--- src/rtl/vga_timing_gen.sv ---
// VGA raster timing: pixel-rate strobe, h/v counters, sync/blank decodes, frame counter.
// Latency: decodes are combinational from the counter registers, aligned with hCount/vCount.
// Backpressure: enable=0 freezes all counters; strobes drop, syncs go inactive, bright goes low.
module vga_timing_gen #(
    parameter int CLK_DIV = 4,
    parameter int H_TOTAL = 800,
    parameter int H_SYNC  = 96,
    parameter int H_START = 144,
    parameter int H_END   = 783,
    parameter int V_TOTAL = 525,
    parameter int V_SYNC  = 2,
    parameter int V_START = 35,
    parameter int V_END   = 514
) (
    input  logic        clk,
    input  logic        rst,
    input  logic        enable,
    output logic        pix_en,
    output logic [9:0]  hCount,
    output logic [9:0]  vCount,
    output logic        hSync,
    output logic        vSync,
    output logic        bright,
    output logic        frame_tick,
    output logic [15:0] frame_count
);

    localparam logic [3:0] DIV_LAST = 4'(CLK_DIV - 1);
    localparam logic [9:0] H_LAST   = 10'(H_TOTAL - 1);
    localparam logic [9:0] V_LAST   = 10'(V_TOTAL - 1);
    localparam logic [9:0] H_SYNC_W = 10'(H_SYNC);
    localparam logic [9:0] V_SYNC_W = 10'(V_SYNC);
    localparam logic [9:0] H_LO     = 10'(H_START);
    localparam logic [9:0] H_HI     = 10'(H_END);
    localparam logic [9:0] V_LO     = 10'(V_START);
    localparam logic [9:0] V_HI     = 10'(V_END);

    logic [3:0] div_q;
    logic       h_wrap;
    logic       v_wrap;
    logic       in_window;

    assign h_wrap     = (hCount == H_LAST);
    assign v_wrap     = (vCount == V_LAST);
    assign pix_en     = enable && (div_q == DIV_LAST);
    assign frame_tick = pix_en && h_wrap && v_wrap;

    assign in_window = (hCount >= H_LO) && (hCount <= H_HI) &&
                       (vCount >= V_LO) && (vCount <= V_HI);

    // Frozen timing presents an idle raster: syncs inactive, no visible pixels.
    assign hSync  = !enable || (hCount >= H_SYNC_W);
    assign vSync  = !enable || (vCount >= V_SYNC_W);
    assign bright = enable && in_window;

    always_ff @(posedge clk or negedge rst) begin
        if (!rst) begin
            div_q       <= '0;
            hCount      <= '0;
            vCount      <= '0;
            frame_count <= '0;
        end else if (enable) begin
            div_q <= (div_q == DIV_LAST) ? 4'd0 : div_q + 4'd1;
            if (pix_en) begin
                hCount <= h_wrap ? 10'd0 : hCount + 10'd1;
                if (h_wrap) begin
                    vCount <= v_wrap ? 10'd0 : vCount + 10'd1;
                end
            end
            if (frame_tick) begin
                frame_count <= frame_count + 16'd1;
            end
        end
    end

endmodule
--- config.mk ---
export PLATFORM = sky130hd
export DESIGN_NAME = vga_timing_gen
export DESIGN_NICKNAME = d
export VERILOG_FILES = /design/src/rtl/vga_timing_gen.sv
export SDC_FILE = /design/constraint.sdc
export NUM_CORES = 1
export LEC_CHECK = 0
export CAP_MARGIN = 5
export CORE_MARGIN = 3
export CORE_UTILIZATION = 40
export DETAILED_ROUTE_END_ITERATION = 12
export PLACE_DENSITY = 0.67
export SLEW_MARGIN = 10
export SYNTH_ARGS = -nofsm -noshare
export SYNTH_HDL_FRONTEND = slang
export SYNTH_SLANG_ARGS = --single-unit
--- constraint.sdc ---
create_clock -name clk -period 1.74 [get_ports clk]
set_clock_uncertainty 0.05 [all_clocks]
set_input_delay 0.348 -clock clk [delete_from_list [all_inputs] [get_ports clk]]
set_output_delay 0.348 -clock clk [all_outputs]
set_load 0.02 [all_outputs]
Word-level counts from Yosys, hierarchy flattened
Index checks and enable logic that the tools add are counted.

Magnitude comparators: 6. Mux-type cells: 3. Add/sub/neg operators: 4. Reduce and logical (&&, ||, !) cells: 13. Eq/ne operators: 3.

Operators by type and width (count): adder 10 x 1 -> 10 bit, second input constant (2); equality test 10 bit, second input constant (2); less-or-equal comparator 10 bit, second input constant (2); two-way mux 10 bit (2); adder 16 x 1 -> 16 bit, second input constant (1); >= comparator 10 x 2 -> 1 bit, second input constant (1); >= comparator 10 x 6 -> 1 bit, second input constant (1); >= comparator 10 x 7 -> 1 bit, second input constant (1); >= comparator 10 x 8 -> 1 bit, second input constant (1); logical AND 1 bit (7); adder 4 x 1 -> 4 bit, second input constant (1); equality test 4 x 2 -> 1 bit, second input constant (1); two-way mux 4 bit (1); AND reduction 2 bit (2); AND reduction 3 bit (1); logical OR 1 bit (2); logical NOT 1 bit (1).

Logic and storage cells: 33. Register bits: 40. Bits of input ports: 3. Output and inout port bits: 41.

Depth between registers and ports, before layout
Gate-level depths: netlist of run 1.

Depth in word-level cells: 5. Mapped depth: 7. Gate-level depth less buffers: 6.

Worst setup path before layout of run 1
No wires, ideal clock.

Path kind: register to output. Start: register vCount[6]. End: output port bright. Slack: -0.684 ns. Required time: 1.342 ns. Stages on the path, launching flop included: 5. Path buffers: 0. Arrival: 2.026 ns. Cell sequence: dfrtp_1 > or4_4 > nor4_1 > o21ai_0 > a211oi_1.

Word-level cells in the longest chain between the ends: 4. Elaborated cells between the ends (all ways): 5. Those cells by class: 2 x order compare; 3 x reduce/logical.

RTL lines: start, declared (line 20) `output logic [9:0] vCount,`; start signal, assigned (line 67) `vCount <= v_wrap ? 10'd0 : vCount + 10'd1;`; >= comparator 10 x 6 -> 1 bit (line 49) `(vCount >= V_LO) && (vCount <= V_HI);`; logical AND 1 bit (line 48) `assign in_window = (hCount >= H_LO) && (hCount <= H_HI) &&`; logical AND 1 bit * (line 49); logical AND 1 bit * (line 54) `assign bright = enable && in_window;`; end, declared (line 23) `output logic bright,`.

Mark *: on every way between the ends. The rest lies on a longest branch, timed or not.

Final worst setup path of run 1
Start: register vCount[7]. End: output port bright.

The elaborated chain is that of the path after synthesis.

==> impl_metrics.py, run 1 <==
metrics = {
    "place": {
        "place.gp.congestion": 0.900,
        "io_buffers": 43,
        "detailed_place_hpwl_um": 3940,
        "placed_cell_area_sq_um": 3090,
        "pre_cts_ws_ns": -0.729,
    },
    "route": {
        "ant_nets": 0,
        "routedWlPerCell_um": 14.7,
        "drtIter0Drc": 54,
        "wirelength_um": 5600,
        "remaining_drc_errors": 0,
        "viasPerCell": 5.04,
        "drtPass1Iterations": 4,
        "vias": 1916,
    },
    "sta": {
        "hold_violations": 0,
        "setup_viol": 31,
        "worst_slack_ns": -0.570,
        "tightest_slew_ns": 0.376,
        "slew-limit-headroom": 0.749,
        "period_share": 1.33,
        "drv_slew": 0,
        "period_needed_ns": 2.31,
        "rsz0062_at_grt": "yes",
        "setup_tns_ns": -5.46,
        "max_freq_mhz": 433,
    },
    "logic_synthesis": {
        "syn_area_sq_um": 2170,
        "async_flop_share": 1.00,
        "synth-seq-cells": 40,
        "yosys_warnings": 0,
        "synth.yosys.seq_area_share": 0.460,
        "mappedNetlistNets": 215,
        "syn_inst": 205,
        "synth_edf_count": 0,
        "syn_avg_cell_area_sq_um": 10.6,
        "ys.flop_type": "dfrtp_1",
        "synth.distinct_cells": 37,
    },
    "cts": {
        "clockRootBuffer": "clkbuf_8",
        "worstSkewPairLatency_ns": 0.30,
        "cts_buffer_depth": 2,
        "h-tree-depth": 2,
        "cts_tree": "yes",
        "clkTransAtPathRegs_ns": 0.08,
        "cts_made_buffers": 5,
        "numClockSinks": 40,
    },
    "power_and_ir_drop": {
        "p_leak_nw": 1.74,
        "powerDensity_nw_per_um2": 742,
        "p_sw_w": 0.000745,
        "p_total_w": 0.00255,
        "internal_power_w": 0.00181,
        "switching_share": 0.292,
        "p_clk_frac": 0.321,
        "peakVddDrop_v": 0.000539,
        "combinationalPowerShare": 0.259,
        "seqPwrFrac": 0.419,
    },
    "global_route": {
        "grt_busiest_layer": "met2",
        "grt_pass1_vias": 1926,
        "grt_usage": 0.185,
        "grt_first_pass_wirelength_um": 9120,
        "grt_max_degree": 41,
        "grt_overflow": 0,
        "grt_util_met1": 0.243,
        "grtUsageMet2": 0.303,
        "antenna_found_initial": 0,
        "use_met3": 0.0293,
    },
    "floorplan": {
        "dieArea_sq_um": 6360,
        "pin_count": 44,
        "core_sq_um": 5170,
        "die_w_um": 79.7,
        "rows": 26,
        "initial_core_util": 0.420,
        "fp.dieH_um": 79.7,
    },
    "layout": {
        "nFillCells": 403,
        "drive_gt1_frac": 0.358,
        "final_cell_mix": "49 x buf_4, 34 x dfrtp_1, 25 x dlygate4sd2_1",
        "syn_to_final_growth_pct": 58.3,
        "diodes": 0,
        "final_common_cell": "buf_4",
        "nNetsFinal": 319,
        "fin_area_sq_um": 3440,
        "fin_util": 0.666,
    },
    "worst_setup_path": {
        "crit_path_start_kind": "register",
        "end_kind": "output port",
        "critPathRequiredTime_ns": 1.34,
        "worst_path_max_delay_cell": "or4_4",
        "path_cells": "or4_4, nor4_4, o21ai_1, a211oi_2, buf_4",
        "crit_fanout": 2,
        "max_stage_delay_ns": 0.56,
        "worst-setup-path-type": "reg -> out",
        "cp.arrival_ns": 1.91,
    },
    "status": {
        "violations": "setup timing",
        "status": "finished with violations",
    },
    "flow_run": {
        "cap_viol_max_count": 0,
    },
    "min_path": {
        "hp-class": "reg -> reg",
    },
}
==> per-stage QoR <==
stage / instances / hold slack (ns)
2_1_floorplan: 205 / 0.00241
3_3_place_gp: 361 / 0.284
3_5_place_dp: 361 / 0.285
4_1_cts: 377 / 0.430
5_1_grt: 380 / 0.458
6_report: 380 / 0.422
==> synthesized netlist by cell type (all sizes together) (2+ instances only) <==
| master | count | area [sq um] |
|---|---|---|
| nand2b | 3 | 18.8 |
| inv | 6 | 22.5 |
| ha | 7 | 87.6 |
| nor2 | 11 | 43.8 |
| xor2 | 4 | 35.0 |
| nor4 | 5 | 61.3 |
| nand2 | 15 | 56.3 |
| dfrtp | 40 | 1000 |
| a21bo | 2 | 20.0 |
| o41ai | 2 | 17.5 |
| nand4b | 2 | 17.5 |
| mux2i | 3 | 30.0 |
| and4 | 4 | 35.0 |
| o31ai | 2 | 15.0 |
| nand3 | 13 | 65.1 |
| and3 | 5 | 31.3 |
| nor3 | 2 | 10.0 |
| and2 | 5 | 31.3 |
| or4 | 2 | 22.5 |
| nand4 | 19 | 119 |
| mux2 | 3 | 33.8 |
| buf | 5 | 27.5 |
| o21ai | 7 | 35.0 |
| xnor2 | 24 | 210 |
| nand4bb | 2 | 55.1 |
| clkbuf | 4 | 16.3 |
| or3 | 2 | 12.5 |
==> worst max-delay path, delay by kind of cell, from the launching register on <==
family / cells / cell delay (ns)
AND/OR/NAND/NOR: 2 / 0.72
AO/OA/AOI/OAI: 2 / 0.31
buffers and inverters: 1 / 0.17
flip-flops: 1 / 0.41
==> cells by family (layout without fill, tap and decap cells) <==
logic type | after synthesis | in the layout | share of synthesized area
simple gates | 91 | 91 | 0.270
flops | 40 | 40 | 0.460
xor+xnor | 28 | 28 | 0.113
compound gates | 17 | 17 | 0.0552
buf+inv | 16 | 121 | 0.0322
fa+ha+maj | 7 | 7 | 0.0403
mux | 6 | 6 | 0.0293
==> path summary, 6_finish.rpt <==
| check | to | start | slack [ns] | depth (start not counted) |
|---|---|---|---|---|
| min in group asynchronous | hCount[2] | rst | 0.49 | 3 |
| hold reg to reg | frame_count[15] | frame_count[15] | 0.42 | 1 |
| max in group asynchronous | vCount[6] | rst | 0.93 | 3 |
| setup / recovery | bright | vCount[7] | -0.57 | 5 |
| hold / removal | frame_count[15] | frame_count[15] | 0.42 | 1 |
| setup reg to reg | frame_count[11] | vCount[7] | -0.26 | 7 |
==> repair_timing <==
action / CTS / global route
endpoints found under the setup margin: 57 / 43
gates resized for setup: 81 / 17
hold buffers: 1 / 0
hold endpoints to repair: 40 / 0
setup buffers: 10 / 3
cloned: 1 / 0
pin swaps: 13 / 10
==> layout make-up <==
cell class	count	area (sq um)	share of cell area
Clock buffer	6	82.6	0.0240
Timing Repair Buffer	106	966	0.281
Sequential cell	40	1010	0.293
Tap cell	70	87.6	0.0254
Multi-Input combinational cell	149	1230	0.358
Clock inverter	2	38.8	0.0113
Inverter	7	28.8	0.00836
==> flip-flops by register name, indices dropped and copies added, names as in the netlist <==
name         cells
hCount          10
vCount          10
frame_count     16
div_q            4
==> metal layers <==
metal  wire length, um  part of all wire  vias up
met3               163             0.029       10
met1              2570              0.46      927
met4               107             0.019        0
met2              2760              0.49       39
met5                 0                 0        -
li1                  -                 -      940
==> power by group through the flow <==
stage	registers, W	logic (W)	clock network [W]
3_3_place_gp	0.00107	0.000599	0
3_5_place_dp	0.00107	0.000618	0
5_1_grt	0.00108	0.000726	0.000878
2_1_floorplan	0.00117	0.000192	0
4_1_cts	0.00106	0.000616	0.000832
6_report	0.00107	0.000663	0.000820
(Power assumes the default switching activity.)
==> run 2: changes to the inputs <==
Settings changed: CTS_BUF_LIST set to sky130_fd_sc_hd__clkbuf_2 sky130_fd_sc_hd__clkbuf_4 sky130_fd_sc_hd__clkbuf_8.
==> results of run 2 <==
No change in the layout: final DEF, timing and power equal those of run 1.
==> run 3: changes to the inputs <==
Settings changed: CORE_ASPECT_RATIO set to 1.25, GPL_TIMING_DRIVEN set to 0.
==> run 3 against run 2 <==
  * The flow still finishes with violations (setup timing)
  * Setup slack lost 0.063 ns
  * Non-clock buffer count shrank 17
  * Register-to-register slack lost 0.12 ns
  * Global-route usage shrank 1.1 points
  * Clock power shrank 23%
  * Critical path depth is the same
  * Via count shrank 0.89%
  * Hold slack lost 0.058 ns
  * Cell count shrank 6.6%
  * Critical endpoint unchanged
==> impl_metrics.py, run 3 (synthesis gave the netlist of run 1 again) <==
metrics = {
    "worst_setup_path": {
        "crit_fanout": 3,
        "worst_path_max_delay_cell": "or4_4",
        "worst-setup-path-type": "reg -> out",
        "rrSetupSlack_ns": -0.38,
        "crit_path_start_kind": "register",
        "crit_family": "simple AND/OR/NAND/NOR gates",
        "cp.depth": 5,
        "cp.arrival_ns": 1.98,
        "cp_num_buf_inv": 1,
        "end_kind": "output port",
        "path_cells": "or4_4, nor4_4, o21ai_1, a211oi_2, buf_4",
        "ff2ff_path_depth": 7,
        "max_stage_delay_ns": 0.58,
        "critPathRequiredTime_ns": 1.34,
    },
    "route": {
        "drtPass1Iterations": 4,
        "remaining_drc_errors": 0,
        "ant_nets": 0,
        "viasPerCell": 5.35,
        "drtIter0Drc": 78,
        "routedWlPerCell_um": 15.4,
        "vias": 1899,
        "wirelength_um": 5470,
    },
    "place": {
        "detailed_place_hpwl_um": 3450,
        "io_buffers": 42,
        "place.gp.congestion": 0.732,
        "dp_cells": 310,
        "placed_cell_area_sq_um": 2760,
        "pre_cts_ws_ns": -0.952,
    },
    "global_route": {
        "grt_max_degree": 23,
        "grt_overflow": 0,
        "grt_first_pass_wirelength_um": 8630,
        "grt_pass1_vias": 1813,
        "grt_usage": 0.175,
        "antenna_found_initial": 0,
    },
    "layout": {
        "largest_reg_flops": 16,
        "nNetsFinal": 302,
        "top_regs": "frame_count x16, hCount x10, vCount x10",
        "syn_to_final_growth_pct": 52.5,
        "final_common_cell": "dfrtp_1",
        "registers.top_by_ff_count": "frame_count",
        "fin_area_sq_um": 3320,
        "drive_gt1_frac": 0.345,
        "final_cell_mix": "32 x dfrtp_1, 28 x buf_4, 23 x xnor2_1",
        "diodes": 0,
        "fin_cells": 355,
    },
    "cts": {
        "numClockSinks": 40,
        "clockRootBuffer": "clkbuf_8",
        "cts_tree": "yes",
        "cts_made_buffers": 5,
        "h-tree-depth": 2,
        "cts_buffer_depth": 2,
        "clkTransAtPathRegs_ns": 0.07,
        "worstSkewPairLatency_ns": 0.29,
    },
    "flow_run": {
        "cap_viol_max_count": 0,
    },
    "power_and_ir_drop": {
        "p_leak_nw": 1.64,
        "peakVddDrop_v": 0.000577,
        "powerDensity_nw_per_um2": 703,
        "p_total_w": 0.00233,
    },
    "min_path": {
        "hp-class": "in -> reg",
        "hold_depth": 2,
    },
    "sta": {
        "hold_violations": 0,
        "period_needed_ns": 2.37,
        "tightest_slew_ns": 0.471,
        "rsz0062_at_grt": "yes",
        "hold-worst-slack_ns": 0.364,
        "drv_slew": 0,
        "worst_slack_ns": -0.633,
        "setup_viol": 28,
        "max_freq_mhz": 421,
        "slew-limit-headroom": 0.686,
        "period_share": 1.36,
    },
    "floorplan": {
        "dieArea_sq_um": 6360,
        "rows": 29,
        "initial_core_util": 0.422,
        "fp.dieH_um": 88.4,
        "pin_count": 44,
        "die_w_um": 72.0,
        "core_sq_um": 5150,
    },
    "status": {
        "status": "finished with violations",
        "violations": "setup timing",
    },
}
-- run 3: changes by cell type in the layout (fill, tap and decap cells not counted), sizes merged, moves of 2 or more --
cell           change
dlygate4sd2        -5
clkdlybuf4s50      +2
buf               -19
clkbuf             +5
-- run 3: final cells by class --
class	instances	area, sq um
fill	415	1840
multi-input combinational	149	1260
sequential	40	1010
timing repair buffer	80	756
buffer	9	87.6
clock buffer	7	83.8
tap	62	77.6
inverter	7	31.3
clock inverter	1	5.00
-- run 3: through the flow --
stage               TNS, ns  utilization
global route          -7.19        0.644
global placement     -36.86        0.531
floorplan             -1.36            -
detailed placement    -5.34        0.535
CTS                   -3.41        0.594
finish                -4.89        0.644
-- run 3: final timing paths --
kind,startpoint,to
hold reg to reg,frame_count[15],frame_count[15]
setup reg to reg,vCount[6],frame_count[9]
hold / removal,enable,div_q[1]
setup / recovery,vCount[6],bright
min in group asynchronous,rst,frame_count[4]
max in group asynchronous,rst,hCount[1]
-- run 3: timing repair --
item / CTS / global route
setup endpoints to repair: 49 / 46
endpoints found under the hold margin: 18 / 0
pin swaps: 7 / 24
hold buffers: 1 / 0
resized for setup: 72 / 36
buffers inserted: 17 / 19
cloned: 2 / 0
-- run 3: power by group --
part           internal [W]  switching, W
Combinational      0.000304      0.000282
Clock              0.000313      0.000315
Sequential          0.00101      0.000109
Total               0.00162      0.000706
-- run 3: routing by layer --
layer / part of all wire / GRT usage / routed length, um
met5: 0 / 0 / 0
met4: 0.016 / 0.0547 / 87
met3: 0.040 / 0.0364 / 218
met2: 0.52 / 0.298 / 2830
met1: 0.43 / 0.222 / 2340
